`src/rtl/hazard_stall_ctrl.sv`:
```
// ---------------------------------------------------------------------------
// hazard_stall_ctrl
//
// Pipeline control for the 5-stage RV32IM core. Combines three stall/flush
// sources into the PC, IF/ID, ID/EX and EX/MEM register controls:
//   - load-use hazards (one bubble cycle, forwarding covers the rest)
//   - taken branch / jump redirects resolved in EX (squash IF/ID and ID)
//   - the iterative divider: front end frozen for DIV_CYCLES cycles, then
//     one release cycle in which the divide result is captured into EX/MEM.
//
// Handshake: there is no valid/ready pair here. Every control output is a
// combinational function of the current state and inputs and is consumed by
// the pipeline registers at the same rising edge. o_div_start is a single
// cycle pulse; the divider's result is assumed valid exactly DIV_CYCLES
// cycles after that pulse.
//
// Ports:
//   i_clk, i_reset          clock, synchronous active-high reset
//   i_id_rs1/rs2            source register indices of the ID instruction
//   i_id_uses_rs1/rs2       ID instruction actually reads rs1 / rs2
//   i_ex_rd                 destination index of the EX instruction
//   i_ex_mem_read           EX instruction is a load
//   i_ex_is_div             EX instruction is DIV/DIVU/REM/REMU
//   i_ex_redirect           taken branch / JAL / JALR in EX
//   o_pc_enable             PC load enable
//   o_ifid_enable/flush     IF/ID enable and flush
//   o_idex_enable/bubble    ID/EX enable and NOP insert
//   o_exmem_bubble          EX/MEM NOP insert (divide not finished)
//   o_div_start             start pulse to the divider
//   o_stall_count           frozen-front-end cycle counter (wraps)
//   o_dbg_state             FSM state (0 = IDLE, 1 = DIV_BUSY)
//   o_dbg_dcnt              divide down-counter
// ---------------------------------------------------------------------------
module hazard_stall_ctrl #(
   parameter int DIV_CYCLES = 33,
   parameter int CNT_W      = 8
) (
   input  logic             i_clk,
   input  logic             i_reset,
   input  logic [4:0]       i_id_rs1,
   input  logic [4:0]       i_id_rs2,
   input  logic             i_id_uses_rs1,
   input  logic             i_id_uses_rs2,
   input  logic [4:0]       i_ex_rd,
   input  logic             i_ex_mem_read,
   input  logic             i_ex_is_div,
   input  logic             i_ex_redirect,
   output logic             o_pc_enable,
   output logic             o_ifid_enable,
   output logic             o_ifid_flush,
   output logic             o_idex_enable,
   output logic             o_idex_bubble,
   output logic             o_exmem_bubble,
   output logic             o_div_start,
   output logic [31:0]      o_stall_count,
   output logic             o_dbg_state,
   output logic [CNT_W-1:0] o_dbg_dcnt
);

   typedef enum logic {
      ST_IDLE     = 1'b0,
      ST_DIV_BUSY = 1'b1
   } state_t;

   // The trigger cycle is the first frozen cycle, so the counter starts one
   // short of the full latency and the release happens when it reaches 0.
   localparam logic [CNT_W-1:0] DCNT_LOAD = CNT_W'(DIV_CYCLES - 1);
   localparam logic [CNT_W-1:0] DCNT_ONE  = CNT_W'(1);

   state_t           r_state;
   state_t           w_state_nxt;
   logic [CNT_W-1:0] r_dcnt;
   logic [CNT_W-1:0] w_dcnt_nxt;
   logic [31:0]      r_stall_count;
   logic             w_luh;

   assign w_luh = i_ex_mem_read && (i_ex_rd != 5'd0) &&
                  ((i_id_uses_rs1 && (i_id_rs1 == i_ex_rd)) ||
                   (i_id_uses_rs2 && (i_id_rs2 == i_ex_rd)));

   always_ff @(posedge i_clk) begin
      if (i_reset) begin
         r_state       <= ST_IDLE;
         r_dcnt        <= '0;
         r_stall_count <= 32'd0;
      end else begin
         r_state <= w_state_nxt;
         r_dcnt  <= w_dcnt_nxt;
         if (!o_pc_enable) begin
            r_stall_count <= r_stall_count + 32'd1;
         end
      end
   end

   always_comb begin
      w_state_nxt    = r_state;
      w_dcnt_nxt     = r_dcnt;
      o_pc_enable    = 1'b1;
      o_ifid_enable  = 1'b1;
      o_ifid_flush   = 1'b0;
      o_idex_enable  = 1'b1;
      o_idex_bubble  = 1'b0;
      o_exmem_bubble = 1'b0;
      o_div_start    = 1'b0;

      if (i_reset) begin
         w_state_nxt    = ST_IDLE;
         w_dcnt_nxt     = '0;
         o_pc_enable    = 1'b0;
         o_ifid_enable  = 1'b0;
         o_idex_enable  = 1'b0;
         o_idex_bubble  = 1'b1;
         o_exmem_bubble = 1'b1;
      end else if ((r_state == ST_IDLE) && i_ex_is_div) begin
         w_state_nxt    = ST_DIV_BUSY;
         w_dcnt_nxt     = DCNT_LOAD;
         o_div_start    = 1'b1;
         o_exmem_bubble = 1'b1;
         o_pc_enable    = 1'b0;
         o_ifid_enable  = 1'b0;
         o_idex_enable  = 1'b0;
      end else if ((r_state == ST_DIV_BUSY) && (r_dcnt != '0)) begin
         w_dcnt_nxt     = r_dcnt - DCNT_ONE;
         o_exmem_bubble = 1'b1;
         o_pc_enable    = 1'b0;
         o_ifid_enable  = 1'b0;
         o_idex_enable  = 1'b0;
      end else begin
         // Release cycle (busy, counter at 0) behaves like an idle cycle,
         // except that i_ex_is_div cannot retrigger on the same instruction.
         if (r_state == ST_DIV_BUSY) begin
            w_state_nxt = ST_IDLE;
            w_dcnt_nxt  = '0;
         end
         if (i_ex_redirect) begin
            // ID instruction is squashed, so a load-use match is irrelevant.
            o_ifid_flush  = 1'b1;
            o_idex_bubble = 1'b1;
         end else if (w_luh) begin
            o_pc_enable   = 1'b0;
            o_ifid_enable = 1'b0;
            o_idex_bubble = 1'b1;
         end
      end
   end

   assign o_stall_count = r_stall_count;
   assign o_dbg_state   = r_state;
   assign o_dbg_dcnt    = r_dcnt;

endmodule

```
`config.mk`:
```
export PLATFORM = sky130hd
export DESIGN_NAME = hazard_stall_ctrl
export DESIGN_NICKNAME = d
export VERILOG_FILES = /design/src/rtl/hazard_stall_ctrl.sv
export SDC_FILE = /design/constraint.sdc
export NUM_CORES = 1
export LEC_CHECK = 0
export ABC_AREA = 1
export CAP_MARGIN = 20
export CELL_PAD_IN_SITES_DETAIL_PLACEMENT = 1
export CELL_PAD_IN_SITES_GLOBAL_PLACEMENT = 1
export CORE_UTILIZATION = 38
export DETAILED_ROUTE_END_ITERATION = 10
export GPL_ROUTABILITY_DRIVEN = 0
export PLACE_DENSITY_LB_ADDON = 0.1
export RECOVER_POWER = 25
export SLEW_MARGIN = 20
export SYNTH_ARGS = -nofsm -noshare
export SYNTH_HDL_FRONTEND = slang
export SYNTH_SLANG_ARGS = --single-unit
```
`constraint.sdc`:
```
create_clock -name i_clk -period 4.7 [get_ports i_clk]
set_input_delay 0.705 -clock i_clk [delete_from_list [all_inputs] [get_ports i_clk]]
set_output_delay 0.705 -clock i_clk [all_outputs]
set_load 0.1 [all_outputs]
```
* Word level (Yosys, flattened, before mapping) *
Index checks and enable logic that the tools add are counted.

cells by class
  shift-type cells = 0
  multiply operators = 0
  multiplexer cells = 27
  add/sub/neg operators = 2
  order comparisons = 0
  reductions and logical operators = 12
  bitwise operators = 1
  div/mod/pow operators = 0
  equality and inequality tests = 3

operator list
  kind                                              count
  adder 32 x 1 -> 32 bit, second input constant     1
  two-way mux 1 bit                                 24
  two-way mux 8 bit                                 2
  == test 5 bit                                     2
  nonzero test 8 bit                                1
  subtractor 8 x 1 -> 8 bit, second input constant  1
  logical AND 1 bit                                 6
  two-way mux 6 bit                                 1
  nonzero test 5 bit                                1
  nonzero test 3 bit                                1
  != test 2 bit, second input constant              1
  nonzero test 2 bit                                1
  OR reduction 2 bit                                1
  logical OR 1 bit                                  1
  NOT 1 bit                                         1

word-level totals
  input bits = 22
  bits in latches = 0
  flip-flop bits (word level) = 41
  memory bits (read-only) = 0
  logic and storage cells = 49
  memories = 0
  output and inout bits = 48
  memory bits (writable) = 0

* Longest topological paths before layout *
Gate-level depths: netlist (run 1).

  depth after elaboration = 9
  mapped depth = 12

* Worst setup path before layout (run 1) *
Ideal clock, no wire load.

  kind = reg2out
  start point = reg r_dcnt[1], in the netlist o_dbg_dcnt[1]
  end point = out o_idex_bubble
  slack = 1.033 ns
  data arrival time = 2.962 ns
  required time = 3.995 ns
  cell stages (with the launch flop) = 9
  cell sequence = dfxtp_1 > inv_1 > ha_1 > inv_1 > nor3_4 > nor2_4 > inv_1 > a21oi_1 > a21oi_1

between the ends
  cells in the longest elaborated chain, start to end = 5

RTL lines
  what                    RTL line  source
  from (decl)             72        logic [CNT_W-1:0] r_dcnt;
  from (signal assigned)  88        r_dcnt <= w_dcnt_nxt;
  nonzero test 8 bit      122       end else if ((r_state == ST_DIV_BUSY) && (r_dcnt != '0)) begin
  logical AND 1 bit       122
  two-way mux 1 bit       122
  two-way mux 1 bit       114       end else if ((r_state == ST_IDLE) && i_ex_is_div) begin
  two-way mux 1 bit       106       if (i_reset) begin
  to (decl)               52        output logic o_idex_bubble,

Every way passes these cells.

* Final worst setup path (run 1) *
  start point = in i_ex_is_div
  end point = out o_idex_enable

between the ends
  cells in the longest elaborated chain, start to end = 3

RTL lines
  what               RTL line  source
  from (decl)        46        input logic i_ex_is_div,
  logical AND 1 bit  114
  two-way mux 1 bit  114
  two-way mux 1 bit  106
  to (decl)          51        output logic o_idex_enable,

Every way passes these cells.

==> impl_results.md, run 1 <==
- Area contributors post-synth: dfxtp_1 27%, nand2_1 17%, a21oi_2 8.4%, nor2_1 8.0%, nand2_2 6.4%
- Synth area leader: dfxtp_1
- Hold_ws: 492.5 ps
- Post-CTS Setup Bufs: 0
- Clock power frac: 0.318
- Crit path from: i_ex_is_div
- Syn_nets: 485
- Main synth FF type: dfxtp_1
- Via count: 3086
- IO Port Bufs: 69
- Clk buf depth: 2
- Normalized max-slew margin: 0.3320
- Number of flops mapped to enable cells by yosys: 0
- DIE HEIGHT: 91.06 µm
- Placed Area: 0.003709 mm²
- Setup_tns: 0 ps
- Endpoints failing hold: 0
- CP required: 3990 ps
- Worst r2r path cells: 10
- TritonCTS buffer count: 5
- Fraction of layout cells with a size suffix above 1: 0.1508
- Initial antenna violation count: 0
- Detail Route Antenna Nets: 0
- First-pass GRT wire length: 15.39 mm
- Gr ovfl total: 0
- Flop-to-flop setup slack: 2130 ps
- Max-slew violation count: 0
- Row cnt: 32
- Critical setup path kind: in -> out
- Root buf cell: clkbuf_8
- Die Width: 91.06 µm
- Switching Fraction: 0.3737
- Gr usage total: 0.2290
- Cells after Synth: 460
- Initial Utilization: 0.3921
- Pleak: 1.412 nW
- Cell mode on critical path: nand2_1
- Sequential power share: 0.389
- Post-CTS Hold Buffers: 0
- Area share of the largest cell type after synthesis: 0.2723
- Syn-to-layout area delta: 25.16%
- Internal power: 0.0005981 W
- Largest net degree at the start of global routing: 37
- Minimum clock period: 3859 ps
- # DRC: 0
- H-tree depth: 2
- Ys Warns: 0
- Critical path, cell by cell: dlygate4sd3_1 -> nand2_1 -> nand2_1 -> nor2_1 -> clkdlybuf4s50_1
- Hpwl dp: 6.787 mm
- Vias in the first global route: 3114
- Max-Cap Viols: 0
- Fmax achieved: 259.2 MHz
- Seq cells post-synth: 41
- Worst-Margin Slew: 998.9 ps
- Crit. path cell count: 5
- Crit path max fanout: 4
- Power share of the combinational group: 0.292
- CP delay by family, top: buffers and inverters
- Buf/Inv on CP: 2
- Net load switching power: 0.0003569 W
- Period utilization: 0.8210
- Status: completed
- Clk Latency, worst-skew pair: 300 ps
- Post_cts resized: 0
- CORE AREA: 0.007687 mm²
- Worst min-delay path category: reg -> reg
- WL final: 8.922 mm
- Syn_area_per_cell: 6.552 µm²
- PD cells: 253.1 mW/mm²
- Clock sink count: 41
- Skew final: 4.061 ps
- Most frequent cell after synthesis: nand2_1
- Final Util: 0.4907
- Critical Path Max Stage Delay: 1230 ps
- Inst Count DP: 618
- Critical path's slowest cell: clkdlybuf4s50_1
- Clk pin slew, worst setup/hold paths: 80 ps
- Final setup violation count: 0
- Via/cell ratio: 4.930
- Die area: 0.008292 mm²
- Design Area, Final: 0.003772 mm²
- RSZ-0062 raised after global routing: no
- CTS tree: yes
- FF-to-FF End: o_stall_count[28]
- Crit path launch type: primary input
- Post-synth top cells: 138 x nand2_1, 64 x nor2_1, 41 x dfxtp_1
- Crit path DAT: 3150 ps
- Finished Layout Cells: 626
- DR iter-0 viols: 80
- Critical Path Sink Type: primary output
- Worst vdd ir: 0.0001496 V
- Cell Area, Synth: 0.003014 mm²
- Capture point of the worst path: o_idex_enable
- Worst r2r src: o_dbg_dcnt[0]
- Ports: 70
- Synth cell types: 31
- Async SR Flop Fraction: 0
- Pre-Repair DR Iteration Count: 6
- Fill count: 1054
- Fin nets: 548
- ANT cells: 0
- Post-synthesis sequential area ratio: 0.2723
- Routed len/inst: 14.25 µm
[stage by stage]
| step | power, W | setup WS [ps] |
|---|---|---|
| after floorplan | 0.0006188 | 1033 |
| after global placement | 0.0006683 | 1314 |
| after detailed placement | 0.0006745 | 1222 |
| after CTS | 0.0009813 | 1203 |
| after global routing | 0.001001 | 734.3 |
| final | 0.0009550 | 841.3 |
[how the worst min path moves through the flow]
stage / start / end / slack, ps / depth (start not counted)
3_3_place_gp: o_dbg_dcnt[7] / o_dbg_dcnt[7] / 480 / 2
4_1_cts: o_dbg_dcnt[7] / o_dbg_dcnt[7] / 500 / 2
5_1_grt: o_stall_count[31] / o_stall_count[31] / 530 / 2
2_1_floorplan: i_ex_is_div / o_dbg_state / 900 / 2
6_report: o_dbg_dcnt[7] / o_dbg_dcnt[7] / 490 / 2
3_5_place_dp: o_dbg_dcnt[7] / o_dbg_dcnt[7] / 480 / 2
[power groups by stage]
stage	logic, W	registers (W)	clock network, W
after detailed placement	0.000294	0.000380	0
after global placement	0.000289	0.000380	0
after global routing	0.000298	0.000374	0.000329
after CTS	0.000296	0.000372	0.000313
final	0.000279	0.000372	0.000304
after floorplan	0.000176	0.000443	0
[routing by layer]
layer	vias up	global-route usage	share of wire
met5	-	0	0
met4	0	0.03704	0.0053
met3	4	0.03266	0.027
met2	47	0.3876	0.47
met1	1463	0.3127	0.50
li1	1572	-	-
[cell usage in the layout (no fill, tap or decap), types with 2 or more instances in the layout]
cell and instances:
nand2_1 145, nor2_1 66, clkdlybuf4s50_1 57, dfxtp_1 41, nand3_1 38, inv_1 35
a21oi_2 29, nand2_2 24, nand3b_1 14, xor2_1 13, a21oi_1 10, clkbuf_8 6
dlygate4sd3_1 6, buf_4 6, o21ai_0 5, nor2_2 5, xnor2_1 4, nor3_1 3
ha_1 3, inv_2 2, nand2_4 2, nand3_2 2
[area by class of cell]
cell class | count | area [µm²] | share of cell area
flip-flops and latches | 41 | 820.8 | 0.2176
multi-input cells | 368 | 1888 | 0.5005
clock buffers | 7 | 86.33 | 0.02289
inverters | 37 | 138.9 | 0.03682
clock inverters | 1 | 30.03 | 0.007960
well taps | 102 | 127.6 | 0.03383
repair buffers | 70 | 680.7 | 0.1804
[worst min-delay path, delay by kind of cell (launching register included)]
kind | cells | cell delay [ps]
compound gates | 1 | 60
buf+inv | 1 | 80
flops | 1 | 320
[logic make-up after synthesis]
family                     synth area share
and+or+nand+nor                      0.4682
buffers and inverters               0.08385
AOI/OAI and AO/OA                    0.1137
DFF                                  0.2723
xor gates and xnor gates            0.04940
adders and majority gates           0.01245
[registers in the layout (all words and copies together) (netlist names)]
register / count
o_dbg_dcnt: 8
o_stall_count: 32
o_dbg_state: 1
Note: power is estimated with default switching activity, not from simulation.
==> run 2, diff against run 1 <==
Settings changed: CORE_UTILIZATION 38 to 32.
Clock period 4.7 ns to 3.4 ns, I/O delays scaled along.
==> impl_results.md, run 2 (synthesized netlist as in run 1, its figures left out) <==
- CP required: 2890 ps
- Crit path max fanout: 34
- CORE AREA: 0.009196 mm²
- # DRC: 0
- Worst r2r path cells: 11
- Hold depth: 2
- Final WS setup: 629.0 ps
- Status: completed
- Max-slew violation count: 0
- Normalized max-slew margin: 0.2090
- Worst vdd ir: 0.0001797 V
- Critical Path Sink Type: primary output
- Fin nets: 549
- Hpwl dp: 6.943 mm
- Crit path DAT: 2260 ps
- Multi-input logic area: 0.001921 mm²
- Final setup violation count: 0
- Die Width: 99.05 µm
- Net load switching power: 0.0004939 W
- Hold_ws: 492.2 ps
- Post-CTS Setup Bufs: 0
- Row cnt: 35
- Pre-Repair DR Iteration Count: 4
- Pleak: 1.395 nW
- Clk buf depth: 2
- Worst-Margin Slew: 1192 ps
- Fmax achieved: 360.9 MHz
- Ports: 70
- Dpl ws: 654.8 ps
- Largest net degree at the start of global routing: 37
- DR iter-0 viols: 66
- Most common cell after layout, fill and taps aside: nand2_1
- Via/cell ratio: 4.893
- Detail Route Antenna Nets: 0
- Met2 GRT Util: 0.3190
- Crit path launch type: flop
- Clk Latency, worst-skew pair: 290 ps
- Register area: 820.8 µm²
- Internal power: 0.0007316 W
- Routed len/inst: 13.98 µm
- Busiest grt layer: met2
- Min-Delay Endpoint: o_dbg_dcnt[7]
- Period utilization: 0.8150
- Max-Cap Viols: 0
- Fill count: 1217
- Fraction of layout cells with a size suffix above 1: 0.1644
- Initial antenna violation count: 0
- Clk pin slew, worst setup/hold paths: 80 ps
- Root buf cell: clkbuf_8
- Gr usage total: 0.1951
- Commonest cells after routing, fill and taps aside: 140 x nand2_1, 65 x nor2_1, 51 x clkdlybuf4s50_1, 41 x dfxtp_1, 38 x nand3_1
- IO Port Bufs: 69
- Clock power frac: 0.253
- PD cells: 325.8 mW/mm²
- H-tree depth: 2
- Sequential power share: 0.418
- Worst r2r src: o_dbg_dcnt[0]
- ANT cells: 0
- Switching Fraction: 0.4030
- Post_cts resized: 0
- Post-CTS Hold Buffers: 0
- Via count: 3102
- Initial Utilization: 0.3278
- Gr ovfl total: 0
- Final Util: 0.4090
- Power share of the combinational group: 0.329
- Vias in the first global route: 3123
- First-pass GRT wire length: 15.35 mm
- Setup_tns: 0 ps
- Met3 usage: 0.03050
- Minimum clock period: 2771 ps
- Endpoints failing hold: 0
- Grt met1 use: 0.2754
- Syn-to-layout area delta: 24.78%
- Flop-to-flop setup slack: 920 ps
- Die area: 0.009811 mm²
- RSZ-0062 raised after global routing: no
- Worst min-delay path category: reg -> reg
- Clock sink count: 41
- DIE HEIGHT: 99.05 µm
- CTS tree: yes
- Critical setup path kind: reg -> out
- Skew final: 4.242 ps
- WL final: 8.865 mm
- TritonCTS buffer count: 5
- Min-delay src: o_dbg_dcnt[7]
- Max reg flops: 32
- FF-to-FF End: o_stall_count[25]
## run 2: changes by cell type in the layout (fill, tap and decap cells not counted), sizes merged
cell and change:
clkbuf +8, clkdlybuf4s50 -6, dlygate4sd3 -3, bufinv -1, clkinv +1
## run 2: stage by stage
| step | total power (W) | instance area [µm²] | cells |
|---|---|---|---|
| floorplan | 0.0008561 | 3018 | 460 |
| global placement | 0.0009397 | 3746 | 628 |
| detailed placement | 0.0009480 | 3746 | 628 |
| CTS | 0.001265 | 3820 | 634 |
| global route | 0.001291 | 3761 | 634 |
| finish | 0.001226 | 3761 | 634 |
## run 2: how the worst max path moves through the flow
stage | to | cells past startpoint | from
floorplan | o_ifid_flush | 7 | o_dbg_state
global placement | o_ifid_enable | 11 | i_ex_rd[4]
detailed placement | o_stall_count[26] | 11 | i_ex_rd[1]
CTS | o_ifid_enable | 11 | i_ex_rd[4]
global route | o_ifid_flush | 9 | o_dbg_dcnt[0]
finish | o_ifid_flush | 9 | o_dbg_dcnt[0]
## run 2: per-layer routing
metal | wire (µm) | vias to the layer above
met1 | 4541 | 1461
li1 | - | 1580
met4 | 42 | 0
met5 | 0 | -
met3 | 314 | 4
met2 | 3966 | 57
## run 2: power groups by stage
stage	sequential, W	combinational, W	clock (W)
6_report	0.000513	0.000403	0.000310
5_1_grt	0.000516	0.000431	0.000343
4_1_cts	0.000514	0.000424	0.000327
3_5_place_dp	0.000525	0.000423	0
3_3_place_gp	0.000524	0.000416	0
2_1_floorplan	0.000613	0.000244	0
## run 2: area by class of cell
| class | count | share of cell area |
|---|---|---|
| multi-input cells | 368 | 0.5106 |
| clock buffers | 5 | 0.01830 |
| inverters | 37 | 0.03693 |
| repair buffers | 71 | 0.1776 |
| clock inverters | 1 | 0.001331 |
| flip-flops and latches | 41 | 0.2182 |
| well taps | 111 | 0.03693 |
## run 2: critical path, stage by stage (launching register included)
cell and delay [ps]:
dfxtp_1 410, inv_1 90, ha_1 190, inv_1 50, nor3_1 50, nor2_1 420
nor2_8 70, nand2_4 350, inv_1 140, buf_12 190
